**src/rtl/candy_match_engine.sv**
```systemverilog
// rtl/candy_match_engine.sv - match/clear/gravity/refill engine for the candy board
//
// Purpose:
//   Scans the board for every horizontal and vertical run of >= MIN_RUN equal
//   colours, clears the marked cells, compacts each column downward and refills
//   the vacated top cells from RandColor. One pass per Start by default.
//   Optional feature macro: CANDY_CASCADE_EN -- repeat passes until a pass
//   clears nothing or MAX_PASSES passes have cleared cells.
//
// Ports:
//   Clk, Reset               clock; synchronous active-high reset
//   Enable                   0 freezes the FSM and all counters, WrEn forced low
//   Start                    one-cycle request, sampled only in IDLE
//   RdX, RdY / RdColor       board read address / combinational read data
//   WrEn, WrX, WrY, WrColor  board write port, at most one write per cycle
//   RandColor                refill colour, sampled in each FILL cycle
//   Busy                     high from the cycle after Start until Done
//   Done                     one-cycle pulse, board is final
//   Cleared                  cells cleared since last Start (saturating)
//   Passes                   passes that cleared at least one cell (saturating)

module candy_match_engine #(
   parameter int COLS       = 8,
   parameter int ROWS       = 8,
   parameter int CW         = 3,
   parameter int MIN_RUN    = 3,
   parameter int MAX_PASSES = 8,
   localparam int XW = (COLS > 1) ? $clog2(COLS) : 1,
   localparam int YW = (ROWS > 1) ? $clog2(ROWS) : 1
) (
   input  logic          Clk,
   input  logic          Reset,
   input  logic          Enable,
   input  logic          Start,
   output logic [XW-1:0] RdX,
   output logic [YW-1:0] RdY,
   input  logic [CW-1:0] RdColor,
   output logic          WrEn,
   output logic [XW-1:0] WrX,
   output logic [YW-1:0] WrY,
   output logic [CW-1:0] WrColor,
   input  logic [CW-1:0] RandColor,
   output logic          Busy,
   output logic          Done,
   output logic [15:0]   Cleared,
   output logic [3:0]    Passes
);

   localparam int LMAX = (COLS > ROWS) ? COLS : ROWS;
   localparam int LW   = $clog2(LMAX + 1);
   localparam logic [XW-1:0] X_LAST = XW'(COLS - 1);
   localparam logic [YW-1:0] Y_LAST = YW'(ROWS - 1);
   localparam logic [3:0]    PASS_LIMIT = (MAX_PASSES > 15) ? 4'd15 : 4'(MAX_PASSES);

`ifdef CANDY_CASCADE_EN
   localparam bit CASCADE = 1'b1;
`else
   localparam bit CASCADE = 1'b0;
`endif

   typedef enum logic [2:0] {
      S_IDLE,
      S_SCAN_R,
      S_SCAN_C,
      S_CHECK,
      S_GRAV,
      S_FILL,
      S_DONE
   } state_t;

   state_t state, state_nx, col_next;

   logic [XW-1:0]                x;
   logic [YW-1:0]                y;
   logic [YW-1:0]                rp;
   logic [YW-1:0]                wp;
   logic [CW-1:0]                run_color;
   logic [LW-1:0]                run_len;
   logic [ROWS-1:0][COLS-1:0]    marks;

   int            scan_pos;
   int            scan_last;
   int            eval_end;
   logic          same;
   logic [LW-1:0] eval_len;
   logic          run_hit;
   logic          col_marked;
   logic          col_adv;
   logic          rescan;
   logic [15:0]   mark_cnt;
   logic [16:0]   cleared_sum;

   // Run tracking shared by both scan directions. A run is evaluated on the
   // cycle that ends it: a colour change closes the previous run (ending one
   // cell back), the last cell of the line closes the run including itself.
   always_comb begin
      scan_pos  = (state == S_SCAN_C) ? int'(y) : int'(x);
      scan_last = (state == S_SCAN_C) ? ROWS - 1 : COLS - 1;
      same      = (scan_pos != 0) && (RdColor == run_color);
      eval_len  = same ? run_len + LW'(1) : run_len;
      eval_end  = same ? scan_pos : scan_pos - 1;
      run_hit   = ((state == S_SCAN_R) || (state == S_SCAN_C)) &&
                  (scan_pos != 0) && (!same || (scan_pos == scan_last)) &&
                  (eval_len >= LW'(MIN_RUN));
   end

   always_comb begin
      col_marked = 1'b0;
      for (int r = 0; r < ROWS; r++) col_marked = col_marked | marks[r][x];
   end

   always_comb begin
      mark_cnt = '0;
      for (int r = 0; r < ROWS; r++)
         for (int c = 0; c < COLS; c++)
            mark_cnt = mark_cnt + 16'(marks[r][c]);
   end

   assign cleared_sum = {1'b0, Cleared} + {1'b0, mark_cnt};

   // Column finished: either an unmarked column (single GRAV cycle) or the
   // FILL cycle that wrote row 0.
   assign col_adv  = ((state == S_GRAV) && !col_marked) || ((state == S_FILL) && (wp == '0));
   assign rescan   = CASCADE && (Passes < PASS_LIMIT);
   assign col_next = (x != X_LAST) ? S_GRAV : (rescan ? S_SCAN_R : S_DONE);

   always_ff @(posedge Clk) begin
      if (Reset)       state <= S_IDLE;
      else if (Enable) state <= state_nx;
   end

   always_comb begin
      state_nx = state;
      Busy     = 1'b0;
      Done     = 1'b0;
      WrEn     = 1'b0;
      RdX      = '0;
      RdY      = '0;
      WrX      = '0;
      WrY      = '0;
      WrColor  = '0;
      case (state)
         S_IDLE: begin
            if (Start) state_nx = S_SCAN_R;
         end
         S_SCAN_R: begin
            Busy = 1'b1;
            RdX  = x;
            RdY  = y;
            if ((x == X_LAST) && (y == Y_LAST)) state_nx = S_SCAN_C;
         end
         S_SCAN_C: begin
            Busy = 1'b1;
            RdX  = x;
            RdY  = y;
            if ((x == X_LAST) && (y == Y_LAST)) state_nx = S_CHECK;
         end
         S_CHECK: begin
            Busy     = 1'b1;
            state_nx = (marks == '0) ? S_DONE : S_GRAV;
         end
         S_GRAV: begin
            Busy = 1'b1;
            RdX  = x;
            RdY  = rp;
            if (!col_marked) begin
               state_nx = col_next;
            end else begin
               // wp never passes below rp, so the cell read here is still original
               if (!marks[rp][x]) begin
                  WrEn    = Enable;
                  WrX     = x;
                  WrY     = wp;
                  WrColor = RdColor;
               end
               if (rp == '0) state_nx = S_FILL;
            end
         end
         S_FILL: begin
            Busy    = 1'b1;
            WrEn    = Enable;
            WrX     = x;
            WrY     = wp;
            WrColor = RandColor;
            if (wp == '0) state_nx = col_next;
         end
         S_DONE: begin
            Done     = 1'b1;
            state_nx = S_IDLE;
         end
         default: state_nx = S_IDLE;
      endcase
   end

   always_ff @(posedge Clk) begin
      if (Reset) begin
         x         <= '0;
         y         <= '0;
         rp        <= '0;
         wp        <= '0;
         run_color <= '0;
         run_len   <= '0;
         marks     <= '0;
         Cleared   <= '0;
         Passes    <= '0;
      end else if (Enable) begin
         case (state)
            S_IDLE: begin
               if (Start) begin
                  Cleared <= '0;
                  Passes  <= '0;
                  marks   <= '0;
                  x       <= '0;
                  y       <= '0;
               end
            end
            S_SCAN_R, S_SCAN_C: begin
               if (same) begin
                  run_len <= run_len + LW'(1);
               end else begin
                  run_color <= RdColor;
                  run_len   <= LW'(1);
               end
               if (run_hit) begin
                  if (state == S_SCAN_R) begin
                     for (int j = 0; j < COLS; j++)
                        if ((j <= eval_end) && (j > eval_end - int'(eval_len)))
                           marks[y][j] <= 1'b1;
                  end else begin
                     for (int j = 0; j < ROWS; j++)
                        if ((j <= eval_end) && (j > eval_end - int'(eval_len)))
                           marks[j][x] <= 1'b1;
                  end
               end
               if (state == S_SCAN_R) begin
                  if (x == X_LAST) begin
                     x <= '0;
                     y <= (y == Y_LAST) ? '0 : y + 1'b1;
                  end else begin
                     x <= x + 1'b1;
                  end
               end else begin
                  if (y == Y_LAST) begin
                     y <= '0;
                     x <= (x == X_LAST) ? '0 : x + 1'b1;
                  end else begin
                     y <= y + 1'b1;
                  end
               end
            end
            S_CHECK: begin
               if (marks != '0) begin
                  Cleared <= cleared_sum[16] ? 16'hFFFF : cleared_sum[15:0];
                  Passes  <= (Passes == 4'hF) ? Passes : Passes + 4'd1;
                  x       <= '0;
                  rp      <= Y_LAST;
                  wp      <= Y_LAST;
               end
            end
            S_GRAV: begin
               if (col_marked) begin
                  if (!marks[rp][x]) wp <= wp - 1'b1;
                  rp <= rp - 1'b1;
               end
            end
            S_FILL: begin
               if (wp != '0) wp <= wp - 1'b1;
            end
            default: ;
         endcase
         if (col_adv) begin
            if (x == X_LAST) begin
               marks <= '0;
               x     <= '0;
               y     <= '0;
            end else begin
               x  <= x + 1'b1;
               rp <= Y_LAST;
               wp <= Y_LAST;
            end
         end
      end
   end

endmodule
```
**config.mk**
```make
export PLATFORM = sky130hd
export DESIGN_NAME = candy_match_engine
export DESIGN_NICKNAME = d
export VERILOG_FILES = /design/src/rtl/candy_match_engine.sv
export SDC_FILE = /design/constraint.sdc
export NUM_CORES = 1
export LEC_CHECK = 0
export BUFFER_PORTS_ARGS = -buffer_cell sky130_fd_sc_hd__buf_2
export CAP_MARGIN = 5
export CELL_PAD_IN_SITES_DETAIL_PLACEMENT = 1
export CELL_PAD_IN_SITES_GLOBAL_PLACEMENT = 2
export CORE_MARGIN = 2
export CORE_UTILIZATION = 39
export CTS_CLUSTER_SIZE = 10
export DETAILED_ROUTE_END_ITERATION = 12
export GPL_TIMING_DRIVEN = 1
export PLACE_DENSITY_LB_ADDON = 0.12
export SYNTH_ARGS = -nofsm -noshare
export SYNTH_HDL_FRONTEND = slang
export SYNTH_SLANG_ARGS = --single-unit
```
**constraint.sdc**
```tcl
create_clock -name Clk -period 8.7 [get_ports Clk]
set_input_delay 0.435 -clock Clk [delete_from_list [all_inputs] [get_ports Clk]]
set_output_delay 0.435 -clock Clk [all_outputs]
set_load 0.05 [all_outputs]
```
==> results.toml, run 1 <==
[synth]
async_flop_share = 0
mappedNetlistArea_um2 = 9336
postSynthAreaPerCell_um2 = 8.480
synth.yosys.seq_area_share = 0.2273
number_of_distinct_library_cells_after_synthesis = 86
synth.ff_latch_count = 106
top_reg_cell_synth = "dfxtp_1"
synth.largest_area_cell = "dfxtp_1"
yosysMostFrequentCell = "inv_1"
post_synth_most_frequent_cells = "inv_1 (109), dfxtp_1 (106), nand2_1 (106)"
fraction_of_synthesized_cell_area_taken_by_the_top_area_cell_type = 0.2273
syn_nets = 1223
yosysWarnings = 0
synthesis.instances = 1101
post_synth_main_area_contributors = "dfxtp_1 (23%), fa_1 (12%), ha_1 (7.4%)"
number_of_synthesized_flops_with_an_enable_pin = 0

[routing]
routed_wire_length_per_instance_um = 24.03
routed-via-count = 8792
first_pass_iters = 5
drt_total_wl_um = 34650
drtAntennaViolNets = 0
detail_route.drc_violations = 0
drt_first_iter_violations = 671
routed_via_density = 6.097

[cts]
cts.sink_count = 106
post-cts-setup-buffer-count = 0
cts_tree = "built"
cts_buffer_depth = 2
clk_root_buffer_cell = "clkbuf_16"
clock_pin_slew_reported_for_the_worst_setup_and_hold_paths_after_clock_tree_synthesis_ns = 0.08
cts-buffers-inserted = 9
cts_resized = 0
postCtsHoldBufs = 0
clk-insertion-delay-late_ns = 0.38
cts_htree_levels = 3

[flow_run]
maxCapViolations = 0

[finish]
ratio_of_cells_with_drive_above_1_in_the_final_layout = 0.1042
syn2layout_area_growth_pct = 8.430
final_net_count = 1240
multiInputGateArea_um2 = 6531
antennaDiodeCount = 0
layout.filler_cells = 2816
register_area_um2 = 2122
utilization = 0.4313

[pwr]
max-vdd-ir-drop_uv = 89.95
finalPower_uw = 1109
static-leakage-power_uw = 0.003878
power_density_over_the_cells_nw_per_um2 = 109.5

[timing]
slew-limit-headroom = 0.2749
max_slew.worst_pin.slew_ns = 1.079
fin_crit_sh = 0.8676
finClkSkew_ns = 0.02093
setup_total_negative_slack_ns = 0
clock.fmax_ghz = 0.1325
finalSetupViolCount = 0
timing_max_transition_violations_final = 0
fin_crit_ns = 7.548
grt_setup_unrepaired = "no"
report.final.hold_viol_count = 0

[floorplan]
floorplan.initialDensity = 0.3978
die_area_um2 = 25190
core-area_um2 = 23470
die_h_um = 158.7
core.rowCount = 56
die_w_um = 158.7
ios = 48

[global_route]
first_global_vias = 8906
grt_first_pass_wirelength_um = 54030
antenna_found_initial = 0
gr-usage-all-layers = 0.2765
grt.overflow.total = 0
grt_max_degree = 43

[setup_path]
critical_path_arrival_ns = 7.82
timing_worst_setup_path_type = "flip-flop to flip-flop"
end_kind = "flip-flop"
cp_max_fo = 21
reg2reg_setup_slack_ns = 1.15
critical_path.startpoint_type = "flip-flop"
cp.required_ns = 8.97

[placement]
globalplace.congestion = 0.9061
place.port_buffers = 47
hpwlAfterDp_um = 26380

[status]
outcome = "finished, final reports clean"

[hold_path]
hold_path.class = "input pin to flip-flop"
-- area by class of cell --
type | count | area share
clock inverters | 7 | 0.007045
multi-input cells | 826 | 0.6452
flip-flops and latches | 106 | 0.2096
repair buffers | 62 | 0.03436
clock buffers | 9 | 0.02225
well taps | 319 | 0.03943
inverters | 113 | 0.04215
-- power by group --
group	switching (µW)	internal [µW]	total, µW
clock network	229	203	431
registers	7.89	488	496
logic	135	46.6	181
-- through the flow --
stage / setup WS (ns) / instance area (µm²) / instances / hold slack, ns
finish: 1.152 / 10120 / 1442 / 0.3413
global route: 0.5752 / 10120 / 1442 / 0.3431
CTS: 1.218 / 10120 / 1442 / 0.3403
detailed placement: 1.243 / 9827 / 1426 / 0.4628
global placement: 1.492 / 9827 / 1426 / 0.4545
floorplan: 1.864 / 9336 / 1101 / 0.4481
-- critical path: stages, from the launching register on --
cell       delay (ns)
dfxtp_1          0.78
or3b_1           0.37
a21oi_4          0.14
ha_1             0.23
ha_1             0.21
or4_1            0.71
inv_4            0.23
mux2i_1          0.46
ha_1             0.36
nor2b_1          0.15
o21a_1           0.18
o21ai_0          0.48
o2111ai_1        0.32
ha_1             0.34
nand4b_1         0.29
nor4_1           0.63
o2111ai_2        0.28
a211oi_2         0.87
a221oi_1         0.22
a211oi_1         0.20
-- worst paths after layout --
path,start,to,depth (start not counted)
worst max-delay path,state[0],marks[5],19
worst min-delay path,RdColor[1],run_color[1],3
worst max register to register,state[0],marks[5],19
worst min register to register,run_color[1],run_color[1],2
-- sequential cells by signal, indices dropped and copies added (netlist names) --
| name | flops |
|---|---|
| Cleared | 16 |
| run_color | 3 |
| run_len | 4 |
| wp | 3 |
| marks | 64 |
| y | 3 |
| x | 3 |
| rp | 3 |
| Passes | 4 |
| state | 3 |
-- metal layers --
layer	track usage	part of all wire
met5	0	0
met3	0.04023	0.060
met4	0.09299	0.030
met2	0.4327	0.45
met1	0.3907	0.46
-- cell usage in the layout (no fill, tap or decap), types with 16 or more instances in the layout --
cell and count:
inv_1 109, nand2_1 106, nor3_1 34, fa_1 57, dfxtp_1 106, ha_1 55
buf_2 47, nand2b_1 17, o21ai_0 46, nor2b_1 16, a21oi_1 79, a211oi_1 16
o21ai_1 16, nor2_1 67, nand3_1 30
-- kinds of logic (layout without fill, tap and decap cells) --
group | count (synthesis) | in the layout | share of synthesized area
compound gates | 306 | 306 | 0.2284
xor+xnor | 17 | 17 | 0.01595
fa+ha+maj | 112 | 112 | 0.1959
buf+inv | 169 | 191 | 0.07464
flops | 106 | 106 | 0.2273
mux | 29 | 29 | 0.06272
simple gates | 362 | 362 | 0.1951
No activity file was read; power rests on OpenSTA's default activity.
==> run 2, diff against run 1 <==
- CELL_PAD_IN_SITES_DETAIL_PLACEMENT: 1 -> 0
- CELL_PAD_IN_SITES_GLOBAL_PLACEMENT: 2 -> 1
- CORE_UTILIZATION: 39 -> 48
==> results.toml, run 2 (same netlist as run 1, synthesis figures left out) <==
[finish]
layout.filler_cells = 1914
final_net_count = 1233
register_area_um2 = 2122
largest_reg_flops = 64
multiInputGateArea_um2 = 6535
syn2layout_area_growth_pct = 7.156
antennaDiodeCount = 0
ratio_of_cells_with_drive_above_1_in_the_final_layout = 0.09946
layout_top_registers = "marks x64, Cleared x16"
largest_register = "marks"
most-common-layout-cells = "inv_1 (109), dfxtp_1 (106), nand2_1 (106)"
layout_commonest_cell = "inv_1"

[global_route]
grt_first_pass_wirelength_um = 47080
grt_max_degree = 49
antenna_found_initial = 0
gr-usage-all-layers = 0.3018
grt.overflow.total = 0
first_global_vias = 8092

[hold_path]
hold_path.class = "input pin to flip-flop"
hold_start = "RdColor[2]"

[timing]
clock.fmax_ghz = 0.1324
fin_crit_ns = 7.555
setup_total_negative_slack_ns = 0
timing_max_transition_violations_final = 0
slew-limit-headroom = 0.02516
finClkSkew_ns = 0.01351
grt_setup_unrepaired = "no"
layout_setup_ws_ns = 1.145
report.final.hold_viol_count = 0
max_slew.worst_pin.slew_ns = 1.451
fin_crit_sh = 0.8683
finalSetupViolCount = 0

[routing]
routed_via_density = 6.339
drtAntennaViolNets = 0
detail_route.drc_violations = 0
first_pass_iters = 5
drt_first_iter_violations = 879
drt_total_wl_um = 30630
routed_wire_length_per_instance_um = 22.18
routed-via-count = 8754

[placement]
place.port_buffers = 47
dp_worst_setup_slack_ns = 1.162
globalplace.congestion = 0.9720
hpwlAfterDp_um = 23200

[cts]
post-cts-setup-buffer-count = 0
clk_root_buffer_cell = "clkbuf_16"
cts_htree_levels = 3
cts-buffers-inserted = 9
cts_tree = "built"
cts.sink_count = 106
clk-insertion-delay-late_ns = 0.37
cts_buffer_depth = 2
postCtsHoldBufs = 0
clock_pin_slew_reported_for_the_worst_setup_and_hold_paths_after_clock_tree_synthesis_ns = 0.08
cts_resized = 0

[status]
outcome = "finished, final reports clean"

[setup_path]
cp_max_fo = 25
cp.required_ns = 8.97
timing_worst_setup_path_type = "flip-flop to flip-flop"
critical_path_arrival_ns = 7.83
critical_path.startpoint_type = "flip-flop"
worst_r2r_startpoint = "state[1]"
setup.worst_path.start = "state[1]"
end_kind = "flip-flop"

[floorplan]
ios = 48
core-area_um2 = 19270
die_h_um = 143.5
die_area_um2 = 20580
die_w_um = 143.5
floorplan.initialDensity = 0.4845
core.rowCount = 51

[flow_run]
maxCapViolations = 0

[pwr]
max-vdd-ir-drop_uv = 97.81
finalPower_uw = 1093
power_density_over_the_cells_nw_per_um2 = 109.3
static-leakage-power_uw = 0.003839
==> run 2: metal layers <==
metal | part of all wire | vias to the layer above | GRT usage
met5 | 0 | - | 0
met4 | 0.044 | 0 | 0.1213
met3 | 0.080 | 85 | 0.05165
met2 | 0.44 | 448 | 0.4689
met1 | 0.43 | 4180 | 0.4182
li1 | - | 4041 | -
==> run 2: final cells by class <==
type,count,area share
Clock buffer,9,0.02251
Clock inverter,7,0.006878
Inverter,113,0.04265
Multi-Input combinational cell,826,0.6532
Sequential cell,106,0.2121
Tap cell,265,0.03314
Timing Repair Buffer,55,0.02951
==> run 2: power by group <==
group          switching [µW]  internal, µW
clock network             222           203
registers                8.86           488
logic                     127          44.3
total                     358           735
==> run 2: metrics by stage <==
step	hold WS (ns)	instances	cell area [µm²]	utilization
finish	0.3544	1381	10000	0.5192
CTS	0.3445	1381	10000	0.5192
global route	0.3542	1381	10000	0.5192
floorplan	0.4481	1101	9336	-
detailed placement	0.4581	1365	9711	0.5039
global placement	0.4536	1365	9711	0.5039
==> run 2: path summary, 6_finish.rpt <==
check | to | slack (ns) | depth (start not counted)
max | marks[5] | 1.15 | 20
min | run_color[2] | 0.35 | 3
min reg2reg | run_color[2] | 0.47 | 2
max reg2reg | marks[5] | 1.15 | 20
==> run 2: critical path, stage by stage (launching register included) <==
cell and delay (ns):
dfxtp_1 0.79, or3b_1 0.53, mux2i_1 0.21, ha_1 0.32
or4_1 0.70, inv_4 0.22, mux2i_1 0.47, ha_1 0.35
nor2b_1 0.14, o21a_1 0.17, a311oi_1 0.50, a21boi_0 0.16
or2_2 0.32, ha_1 0.40, and4_1 0.29, nand4b_1 0.12
and4bb_2 0.28, o2111a_1 0.28, a211oi_2 0.75, a221oi_1 0.22
a211oi_1 0.22
==> run 3, diff against run 2 <==
- BUFFER_PORTS_ARGS: -buffer_cell sky130_fd_sc_hd__buf_2 -> not set
- CORE_UTILIZATION: 48 -> 50
- DONT_BUFFER_PORTS: not set -> 1
- GPL_TIMING_DRIVEN: 1 -> 0
- REMOVE_ABC_BUFFERS: not set -> 1
==> results.toml, run 3 (same netlist as run 1, synthesis figures left out) <==
[status]
outcome = "finished, final reports clean"

[timing]
report.final.hold_viol_count = 0
fin_crit_sh = 0.9259
grt_setup_unrepaired = "no"
hold-worst-slack_ns = 0.1412
finClkSkew_ns = 0.01400
slew-limit-headroom = 0.2275
clock.fmax_ghz = 0.1241
finalSetupViolCount = 0
fin_crit_ns = 8.056
timing_max_transition_violations_final = 0
max_slew.worst_pin.slew_ns = 1.150
setup_total_negative_slack_ns = 0

[pwr]
static-leakage-power_uw = 0.003610
power_density_over_the_cells_nw_per_um2 = 117.5
max-vdd-ir-drop_uv = 92.60

[global_route]
grt_max_degree = 49
grt_first_pass_wirelength_um = 47030
gr-usage-all-layers = 0.3092
antenna_found_initial = 0
first_global_vias = 8012
grt.overflow.total = 0

[routing]
routed_wire_length_per_instance_um = 23.31
drt_total_wl_um = 30190
routed_via_density = 6.642
detail_route.drc_violations = 0
routed-via-count = 8601
drt_first_iter_violations = 891
first_pass_iters = 8
drtAntennaViolNets = 0

[floorplan]
die_w_um = 140.7
floorplan.initialDensity = 0.5145
core-area_um2 = 18150
core.rowCount = 49
die_area_um2 = 19780
die_h_um = 140.7
ios = 48

[placement]
numPlacedInstances = 1280
hpwlAfterDp_um = 22900
globalplace.congestion = 0.9884
place.port_buffers = 0

[setup_path]
critical_path_arrival_ns = 8.32
critical_path.startpoint_type = "flip-flop"
timing_worst_setup_path_type = "flip-flop to flip-flop"
cp_max_fo = 25
cp.required_ns = 8.97
end_kind = "flip-flop"

[finish]
largest_register = "marks"
ratio_of_cells_with_drive_above_1_in_the_final_layout = 0.05722
syn2layout_area_growth_pct = 4.731
layout_commonest_cell = "inv_1"
largest_reg_flops = 64
antennaDiodeCount = 0
final_net_count = 1184
utilization = 0.5388
most-common-layout-cells = "inv_1 (109), dfxtp_1 (106), nand2_1 (106)"
layout_top_registers = "marks x64, Cleared x16"
layout.cells.non_filler = 1295

[cts]
clock_pin_slew_reported_for_the_worst_setup_and_hold_paths_after_clock_tree_synthesis_ns = 0.07
cts_tree = "built"
cts_buffer_depth = 2
cts_htree_levels = 3
cts_resized = 0
cts-buffers-inserted = 9
cts.sink_count = 106
post-cts-setup-buffer-count = 0
clk_root_buffer_cell = "clkbuf_16"
postCtsHoldBufs = 0
clk-insertion-delay-late_ns = 0.37

[hold_path]
hold_path.class = "input pin to flip-flop"

[flow_run]
maxCapViolations = 0
[run 3: cell types whose count changed in the layout (fill, tap and decap cells not counted), sizes merged]
cell / change
buf: -49
bufinv: +3
clkinv: -2
clkinvlp: -1
inv: -1
[run 3: critical path: stages (launching register included)]
cell	delay, ns
dfxtp_1	0.89
or3b_1	0.54
mux2i_1	0.21
ha_1	0.32
or4_1	0.72
inv_4	0.23
mux2i_1	0.50
ha_1	0.37
nor2b_1	0.15
o21a_1	0.17
o21ai_0	0.53
o2111ai_1	0.32
ha_1	0.34
nand4b_1	0.27
nor4_1	0.60
o2111ai_2	0.30
a211oi_2	1.02
a221oi_1	0.25
a211oi_1	0.22
[run 3: area by class of cell]
| class | instances | area (µm²) |
|---|---|---|
| Fill cell | 1788 | 8369 |
| Multi-Input combinational cell | 826 | 6534 |
| Sequential cell | 106 | 2122 |
| Inverter | 113 | 426.7 |
| Tap cell | 229 | 286.5 |
| Clock buffer | 9 | 225.2 |
| Clock inverter | 6 | 112.6 |
| Timing Repair Buffer | 6 | 71.32 |
[run 3: routing by layer]
metal / track usage / wire length (µm) / up-vias / share of wire
li1: - / - / 3943 / -
met1: 0.4347 / 12900 / 4188 / 0.43
met2: 0.4734 / 13420 / 407 / 0.44
met3: 0.06080 / 2721 / 63 / 0.090
met4: 0.1179 / 1151 / 0 / 0.038
met5: 0 / 0 / - / 0
[run 3: per-stage QoR]
stage / total power [µW] / setup WS [ns] / cell area (µm²)
2_1_floorplan: 610.7 / 1.863 / 9066
3_3_place_gp: 660.0 / 0.4604 / 9353
3_5_place_dp: 666.2 / 0.7454 / 9440
4_1_cts: 1149 / 0.7120 / 9778
5_1_grt: 1187 / 0.05271 / 9778
6_report: 1149 / 0.6443 / 9778
[run 3: path summary, 6_finish.rpt]
path         slack (ns)  depth (start not counted)    startpoint           end
max                0.64                         18      state[1]      marks[5]
max reg2reg        0.64                         18      state[1]      marks[5]
min                0.14                          1         Reset     marks[45]
min reg2reg        0.47                          2  run_color[2]  run_color[2]
[run 3: report_power, final]
part	switching [µW]	internal, µW	total (µW)
combinational	117	44.0	161
sequential	12.2	488	500
clock	207	282	489
